[src/rtl/fp_add_align_if.sv]
// fp_add_align_if: operand-in / aligned-mantissa-out valid/ready bundle for the FP adder align stage.
interface fp_add_align_if;
    logic        in_valid;
    logic        in_ready;
    logic [31:0] op_a;
    logic [31:0] op_b;
    logic        out_valid;
    logic        out_ready;
    logic [23:0] big_mant;
    logic [23:0] small_mant;
    logic [2:0]  grs;
    logic [7:0]  exp_out;
    logic        sign_out;
    logic        complement;
    logic        special;

    modport slave (
        input  in_valid, op_a, op_b, out_ready,
        output in_ready, out_valid, big_mant, small_mant, grs, exp_out, sign_out, complement, special
    );

    modport master (
        output in_valid, op_a, op_b, out_ready,
        input  in_ready, out_valid, big_mant, small_mant, grs, exp_out, sign_out, complement, special
    );
endinterface

[src/rtl/fp_add_align.sv]
// fp_add_align: unpack two binary32 operands, order by magnitude and right-align the smaller mantissa with GRS.
module fp_add_align #(
    parameter int MAX_SHIFT = 27
) (
    input  logic          clk,
    input  logic          rst,
    fp_add_align_if.slave bus
);
    logic [7:0]  ea, eb, ea_eff, eb_eff;
    logic [23:0] ma, mb;
    logic        a_big, s1_adv, s2_adv;

    logic        s1_valid_q;
    logic [23:0] s1_big_q, s1_small_q, s1_big_d, s1_small_d;
    logic [7:0]  s1_exp_q, s1_diff_q, s1_exp_d, s1_diff_d;
    logic        s1_sign_q, s1_comp_q, s1_spec_q, s1_sign_d, s1_comp_d, s1_spec_d;

    logic        s2_valid_q;
    logic [23:0] s2_big_q, s2_small_q, s2_small_d;
    logic [2:0]  s2_grs_q, s2_grs_d;
    logic [7:0]  s2_exp_q;
    logic        s2_sign_q, s2_comp_q, s2_spec_q;

    logic [26:0] wide, shifted;
    logic        full, lost;

    assign ea     = bus.op_a[30:23];
    assign eb     = bus.op_b[30:23];
    // Denormals sit at exponent 1 with no hidden bit so they align against normals correctly.
    assign ea_eff = (ea == 8'd0) ? 8'd1 : ea;
    assign eb_eff = (eb == 8'd0) ? 8'd1 : eb;
    assign ma     = {ea != 8'd0, bus.op_a[22:0]};
    assign mb     = {eb != 8'd0, bus.op_b[22:0]};
    assign a_big  = {ea_eff, ma} >= {eb_eff, mb};

    assign s2_adv       = !s2_valid_q || bus.out_ready;
    assign s1_adv       = !s1_valid_q || s2_adv;
    assign bus.in_ready = s1_adv;

    always_comb begin
        s1_big_d   = a_big ? ma : mb;
        s1_small_d = a_big ? mb : ma;
        s1_exp_d   = a_big ? ea_eff : eb_eff;
        s1_diff_d  = a_big ? ea_eff - eb_eff : eb_eff - ea_eff;
        s1_sign_d  = a_big ? bus.op_a[31] : bus.op_b[31];
        s1_comp_d  = bus.op_a[31] ^ bus.op_b[31];
        s1_spec_d  = (ea == 8'hFF) || (eb == 8'hFF);
    end

    always_comb begin
        wide       = {s1_small_q, 3'b000};
        full       = s1_diff_q >= 8'(MAX_SHIFT);
        shifted    = full ? 27'd0 : wide >> s1_diff_q;
        lost       = full ? (s1_small_q != 24'd0) : |(wide & ~(27'h7FFFFFF << s1_diff_q));
        s2_small_d = shifted[26:3];
        s2_grs_d   = {shifted[2:1], shifted[0] | lost};
    end

    always_ff @(posedge clk) begin
        if (rst) begin
            s1_valid_q <= 1'b0;
            s1_big_q   <= '0;
            s1_small_q <= '0;
            s1_exp_q   <= '0;
            s1_diff_q  <= '0;
            s1_sign_q  <= 1'b0;
            s1_comp_q  <= 1'b0;
            s1_spec_q  <= 1'b0;
            s2_valid_q <= 1'b0;
            s2_big_q   <= '0;
            s2_small_q <= '0;
            s2_grs_q   <= '0;
            s2_exp_q   <= '0;
            s2_sign_q  <= 1'b0;
            s2_comp_q  <= 1'b0;
            s2_spec_q  <= 1'b0;
        end else begin
            if (s1_adv) s1_valid_q <= bus.in_valid;
            if (s1_adv && bus.in_valid) begin
                s1_big_q   <= s1_big_d;
                s1_small_q <= s1_small_d;
                s1_exp_q   <= s1_exp_d;
                s1_diff_q  <= s1_diff_d;
                s1_sign_q  <= s1_sign_d;
                s1_comp_q  <= s1_comp_d;
                s1_spec_q  <= s1_spec_d;
            end
            if (s2_adv) s2_valid_q <= s1_valid_q;
            if (s2_adv && s1_valid_q) begin
                s2_big_q   <= s1_big_q;
                s2_small_q <= s2_small_d;
                s2_grs_q   <= s2_grs_d;
                s2_exp_q   <= s1_exp_q;
                s2_sign_q  <= s1_sign_q;
                s2_comp_q  <= s1_comp_q;
                s2_spec_q  <= s1_spec_q;
            end
        end
    end

    assign bus.out_valid  = s2_valid_q;
    assign bus.big_mant   = s2_big_q;
    assign bus.small_mant = s2_small_q;
    assign bus.grs        = s2_grs_q;
    assign bus.exp_out    = s2_exp_q;
    assign bus.sign_out   = s2_sign_q;
    assign bus.complement = s2_comp_q;
    assign bus.special    = s2_spec_q;
endmodule

[src/flat_wrapper.sv]
// flat-port wrapper written by rule: the top's interface ports become plain ports
module fp_add_align_flat 
#(
    parameter int MAX_SHIFT = 27
)
  (clk, rst, bus_in_valid, bus_op_a, bus_op_b, bus_out_ready, bus_in_ready, bus_out_valid, bus_big_mant, bus_small_mant, bus_grs, bus_exp_out, bus_sign_out, bus_complement, bus_special);
  fp_add_align_if bus_i ();
  input  logic clk;
  input  logic rst;
  input wire logic [$bits(bus_i.in_valid)-1:0] bus_in_valid;
  input wire logic [$bits(bus_i.op_a)-1:0] bus_op_a;
  input wire logic [$bits(bus_i.op_b)-1:0] bus_op_b;
  input wire logic [$bits(bus_i.out_ready)-1:0] bus_out_ready;
  output wire logic [$bits(bus_i.in_ready)-1:0] bus_in_ready;
  output wire logic [$bits(bus_i.out_valid)-1:0] bus_out_valid;
  output wire logic [$bits(bus_i.big_mant)-1:0] bus_big_mant;
  output wire logic [$bits(bus_i.small_mant)-1:0] bus_small_mant;
  output wire logic [$bits(bus_i.grs)-1:0] bus_grs;
  output wire logic [$bits(bus_i.exp_out)-1:0] bus_exp_out;
  output wire logic [$bits(bus_i.sign_out)-1:0] bus_sign_out;
  output wire logic [$bits(bus_i.complement)-1:0] bus_complement;
  output wire logic [$bits(bus_i.special)-1:0] bus_special;
  assign bus_i.in_valid = bus_in_valid;
  assign bus_i.op_a = bus_op_a;
  assign bus_i.op_b = bus_op_b;
  assign bus_i.out_ready = bus_out_ready;
  assign bus_in_ready = bus_i.in_ready;
  assign bus_out_valid = bus_i.out_valid;
  assign bus_big_mant = bus_i.big_mant;
  assign bus_small_mant = bus_i.small_mant;
  assign bus_grs = bus_i.grs;
  assign bus_exp_out = bus_i.exp_out;
  assign bus_sign_out = bus_i.sign_out;
  assign bus_complement = bus_i.complement;
  assign bus_special = bus_i.special;
  fp_add_align #(.MAX_SHIFT(MAX_SHIFT)) u_core (.clk(clk), .rst(rst), .bus(bus_i));
endmodule
[config.mk]
export PLATFORM = sky130hd
export DESIGN_NAME = fp_add_align_flat
export DESIGN_NICKNAME = d
export VERILOG_FILES = /design/src/rtl/fp_add_align_if.sv /design/src/rtl/fp_add_align.sv /design/src/flat_wrapper.sv
export SDC_FILE = /design/constraint.sdc
export NUM_CORES = 1
export LEC_CHECK = 0
export CAP_MARGIN = 15
export CORE_UTILIZATION = 59
export DETAILED_ROUTE_END_ITERATION = 16
export PLACE_DENSITY_LB_ADDON = 0.1
export SYNTH_ARGS = -nofsm -noshare
export SYNTH_HDL_FRONTEND = slang
export SYNTH_SLANG_ARGS = --single-unit
[constraint.sdc]
create_clock -name clk -period 9.45 [get_ports clk]
set_input_delay 1.89 -clock clk [delete_from_list [all_inputs] [get_ports clk]]
set_output_delay 1.89 -clock clk [all_outputs]
set_load 0.02 [all_outputs]
; ---- Word level (Yosys, flattened, before mapping)
; Index checks and enable logic that the tools add are counted.
[op_classes]
addsub = 2
n_lt_le_gt_ge = 2
n_eq_ne = 2
shift = 2
muxes = 9
n_bitwise = 4
reduce_logical = 13
[ops]
columns = op, count
row1 = 24-bit two-way mux, 2
row2 = 32-bit >= comparator, 1
row3 = 8-bit two-way mux, 4
row4 = 27-bit AND, 1
row5 = 27-bit two-way mux, 1
row6 = 27-bit inverter, 1
row7 = 27-bit OR reduction, 1
row8 = 27-bit by 8-bit left shift with 27-bit output (first input constant), 1
row9 = 27-bit by 8-bit right shift with 27-bit output, 1
row10 = 24-bit nonzero test, 1
row11 = 8-bit == test (second input constant), 2
row12 = 8-bit logical NOT, 2
row13 = 8-bit nonzero test, 2
row14 = 8-bit subtractor, 2
row15 = 8-bit by 5-bit >= comparator with 1-bit output (second input constant), 1
row16 = 1-bit logical OR, 3
row17 = 1-bit logical AND, 2
row18 = 1-bit logical NOT, 2
row19 = 1-bit two-way mux, 2
row20 = 1-bit OR, 1
row21 = 1-bit bitwise XOR, 1
[totals]
regBits = 131
in_bits = 68
output_inout_bits = 64
word_cells = 50

; ---- Longest topological paths before layout
[logic_depth]
word_depth = 6
ltp_mapped = 16
depth_no_buf = 16

; ---- Worst setup path before layout
; No wires, ideal clock.
[synth_timing]
path_type = input port to flip-flop
startpoint = in bus_op_b[30]
endpoint = reg u_core.s1_diff_q[5]
arrival_ns = 4.511
required_ns = 9.318
slack_ns = 4.806
path_stages = 13
cell_sequence = or4_1 > nor2_1 > nor2_1 > ha_1 > nand2_1 > or3_4 > a2111oi_4 > o31ai_2 > o211ai_4 > buf_6 > mux2i_1 > mux2i_1 > a21oi_1
[synth_between]
elab_chain_len = 4
elab_cells_between_ends = 7
[synth_rtl]
columns = item, line
row1 = start: declaration, flat_wrapper.sv:12  ; input wire logic [$bits(bus_i.op_b)-1:0] bus_op_b;
row2 = 8-bit logical NOT, fp_add_align.sv:31  ; assign eb_eff = (eb == 8'd0) ? 8'd1 : eb;
row3 = 8-bit two-way mux, fp_add_align.sv:31
row4 = 32-bit >= comparator or 8-bit subtractor (tied branches), "fp_add_align.sv:34, fp_add_align.sv:44"
row5 = 8-bit two-way mux (*), fp_add_align.sv:44  ; s1_diff_d = a_big ? ea_eff - eb_eff : eb_eff - ea_eff;
row6 = end signal: assignment, fp_add_align.sv:83  ; s1_diff_q <= s1_diff_d;
row7 = end: declaration, fp_add_align.sv:15  ; logic [7:0] s1_exp_q, s1_diff_q, s1_exp_d, s1_diff_d;
; Mark *: on every way between the ends. The rest lies on a longest branch, timed or not.
; A chain may end at the register's enable or synchronous reset.

; ---- Worst setup path after layout
[layout_timing]
startpoint = in bus_op_b[24]
endpoint = reg u_core.s1_exp_q[7]
[layout_between]
elab_chain_len = 4
elab_cells_between_ends = 5
[layout_rtl]
columns = item, line
row1 = 8-bit logical NOT, fp_add_align.sv:31
row2 = 8-bit two-way mux, fp_add_align.sv:31
row3 = 32-bit >= comparator, fp_add_align.sv:34  ; assign a_big = {ea_eff, ma} >= {eb_eff, mb};
row4 = 8-bit two-way mux (*), fp_add_align.sv:43  ; s1_exp_d = a_big ? ea_eff : eb_eff;
row5 = end signal: assignment, fp_add_align.sv:82  ; s1_exp_q <= s1_exp_d;
row6 = end: declaration, fp_add_align.sv:15
; Marks and branches as above.

==> impl_metrics.py <==
metrics = {
    "status": {
        "outcome": "completed",
    },
    "synthesis": {
        "post_synth_most_frequent_cells": "148 x nor2_1, 131 x dfxtp_1, 123 x nand2_1, 95 x a21oi_1, 66 x clkbuf_1",
        "synthArstFlopShare_pct": 0,
        "ys.flop_type": "dfxtp_1",
        "synth.area.top_cells": "dfxtp_1 33%, mux2i_1 7.5%, nor2_1 6.9%, ha_1 6.2%, a211oi_1 6.1%",
        "synth_top_area_cell": "dfxtp_1",
        "seq_area_frac_synth_pct": 32.6,
        "synth_top_area_share_pct": 32.6,
        "yosysMostFrequentCell": "nor2_1",
        "ys.warnings.count": 0,
        "synth_edf_count": 0,
        "ys_ff_latch": 131,
        "syn_inst": 1027,
        "synth.distinct_cells": 66,
        "syn-cell-area_sq_um": 8060,
        "syn_nets": 1137,
        "avgSynthCellArea_sq_um": 7.84,
    },
    "critical_path": {
        "worst-r2r-setup-slack_ns": 6.29,
        "crit_path_max_incr_delay_ns": 0.84,
        "startpoint_type": "primary input",
        "crit_top_cell": "nor2_1",
        "cp_slowest_cell": "buf_4",
        "path_class": "primary input to flip-flop",
        "path_cells": "clkdlybuf4s50_1 > or4_1 > nor2_1 > nor2_1 > ha_1 > nand2_1 > or3_4 > a2111oi_4 > o31ai_2 > o211ai_4 > buf_4 > nor2_1 > a21oi_1 > a211oi_1",
        "crit_required_ns": 9.70,
        "worstPathMaxFanout": 89,
        "path_buf_inv": 2,
        "arrival_ns": 5.89,
        "end_kind": "flip-flop",
        "cp_top_family": "simple AND/OR/NAND/NOR gates",
    },
    "floorplan": {
        "fp.dieW_microns": 119,
        "start_util_pct": 60.6,
        "die_area_sq_um": 14100,
        "fp.dieH_microns": 119,
        "pin_count": 132,
        "core.rowCount": 42,
        "core_area_sq_um": 13300,
    },
    "timing": {
        "skew_ns": 0.00507,
        "min_period_ns": 5.64,
        "tightest_slew_ns": 1.09,
        "period_share_pct": 59.7,
        "setup_viol": 0,
        "maxSlewHeadroom_pct": 27.3,
        "finalMaxSlewViolations": 0,
        "fmax_mhz": 177,
        "hold_viol_final": 0,
        "grt_setup_unrepaired": "no",
        "tns_ns": 0,
        "setup_ws_ns": 3.81,
    },
    "route": {
        "num_vias": 7823,
        "wl_microns": 23100,
        "drc": 0,
        "wl_met1_microns": 10200,
        "avgRoutedWirePerCell_microns": 18.0,
        "wl_met3_microns": 1690,
        "ant_nets": 0,
        "wl_met2_microns": 10700,
        "vias_per_cell": 6.08,
        "top_layer": "met4",
        "drt_iter0_drc": 841,
        "first_pass_iters": 5,
    },
    "pwr": {
        "power_leakage_nw": 3.93,
        "power_mw": 1.72,
        "ir_drop_mv": 0.151,
        "power.density_nw_per_um2": 174,
    },
    "grt": {
        "first_global_vias": 7447,
        "grt_overflow": 0,
        "grt_usage_pct": 33.3,
        "grt_max_degree": 102,
        "grt_pass1_wl_microns": 37500,
        "antenna_found_initial": 0,
    },
    "clock_tree": {
        "postCtsSetupBuffers": 0,
        "clk_latency_ns": 0.42,
        "cts.hold.buffers_added": 0,
        "numCtsBuffers": 17,
        "h-tree-depth": 4,
        "clk_pin_slew_ns": 0.06,
        "cts_tree": "yes",
        "clock_path_buffers": 2,
        "numClockSinks": 131,
        "root_buffer": "clkbuf_16",
        "cts_resized": 0,
    },
    "placed_design": {
        "pre_cts_slack_ns": 3.46,
        "place_congestion": 0.966,
        "placed_cell_area_sq_um": 9270,
        "io_buffers": 131,
        "dp_hpwl_microns": 16000,
    },
    "flow_run": {
        "maxCapViolCount": 0,
    },
    "cells_and_area": {
        "drive_gt1_share_pct": 6.30,
        "diodes": 0,
        "synthToLayoutAreaGrowth_pct": 22.7,
        "postLayoutCellArea_sq_um": 9880,
        "final_nets": 1208,
    },
    "hold_path": {
        "hp-class": "flip-flop to flip-flop",
    },
}
tightest hold or removal path: cells and delay by family (launching register included):
kind	cells	cell delay, ns
AND/OR/NAND/NOR	1	0.05
AO/OA/AOI/OAI	1	0.05
flip-flops	1	0.31
metal layers:
layer / up-vias / track usage (%)
met5: - / 0
met4: 0 / 13.3
met3: 48 / 7.33
met2: 337 / 53.0
met1: 3650 / 43.7
li1: 3788 / -
cell type report:
type / count / area (sq um)
clock inverter: 6 / 92.6
fill: 1051 / 3410
multi-input combinational: 755 / 4850
clock buffer: 26 / 519
inverter: 51 / 191
sequential: 131 / 2620
tap: 176 / 220
timing repair buffer: 142 / 1390
flip-flops by register name, indices dropped and copies added (netlist names):
name,cells
u_core.s1_small_q,24
u_core.bus.out_valid,1
u_core.s1_sign_q,1
u_core.bus.sign_out,1
u_core.s1_valid_q,1
u_core.bus.exp_out,8
u_core.bus.special,1
u_core.s1_big_q,24
u_core.bus.big_mant,24
u_core.bus.complement,1
u_core.s1_exp_q,8
u_core.s1_spec_q,1
u_core.s1_diff_q,8
u_core.bus.grs,3
u_core.bus.small_mant,24
u_core.s1_comp_q,1
cells by family after synthesis:
| kind of cell | share of synthesized area (%) |
|---|---|
| AO/OA/AOI/OAI | 23.0 |
| flip-flops | 32.6 |
| AND/OR/NAND/NOR | 18.6 |
| adder cells (fa/ha/maj) | 6.83 |
| buffers and inverters | 7.38 |
| XOR/XNOR | 0.544 |
| multiplexers | 11.1 |
power breakdown:
| part | internal, mW | switching [mW] | total [mW] | leakage (nW) |
|---|---|---|---|---|
| Combinational | 0.172 | 0.245 | 0.417 | 2.57 |
| Clock | 0.432 | 0.245 | 0.677 | 0.293 |
| Sequential | 0.587 | 0.0339 | 0.621 | 1.08 |
final timing paths:
check | start | end | cells past startpoint
max | bus_op_b[24] | u_core.s1_exp_q[7]$_SDFFE_PP0P_ | 14
min | u_core.s1_exp_q[1]$_SDFFE_PP0P_ | u_core.bus.exp_out[1]$_SDFFE_PP0P_ | 2
max reg2reg | u_core.s1_diff_q[2]$_SDFFE_PP0P_ | u_core.bus.grs[0]$_SDFFE_PP0P_ | 9
min reg2reg | u_core.s1_exp_q[1]$_SDFFE_PP0P_ | u_core.bus.exp_out[1]$_SDFFE_PP0P_ | 2
stage by stage:
stage / util (%) / instances / hold WS, ns
after detailed placement: 69.7 / 1255 / 0.445
after CTS: 74.3 / 1287 / 0.453
after global placement: 69.7 / 1255 / 0.440
after floorplan: - / 1027 / 0.432
final: 74.3 / 1287 / 0.452
after global routing: 74.3 / 1287 / 0.470
cell usage in the layout, fill, tap and decap left out, types with 4 or more instances in the layout:
cell,instances
a222oi_1,4
o22ai_1,9
or4_1,4
nor3_1,11
o211ai_1,6
nor2_1,148
mux2i_1,60
a211oi_1,65
nand3_1,16
mux2_2,10
ha_1,40
clkdlybuf4s50_1,130
buf_4,12
a21boi_0,4
o21ai_0,27
nor4_1,6
clkbuf_8,6
nand2_1,123
inv_1,48
and2_1,8
a22oi_1,20
clkbuf_16,17
mux4_2,8
a21oi_1,95
or3_1,6
nand2b_1,4
nand4_1,10
a31oi_1,5
a21o_1,11
dfxtp_1,131
(Power assumes the default switching activity.)
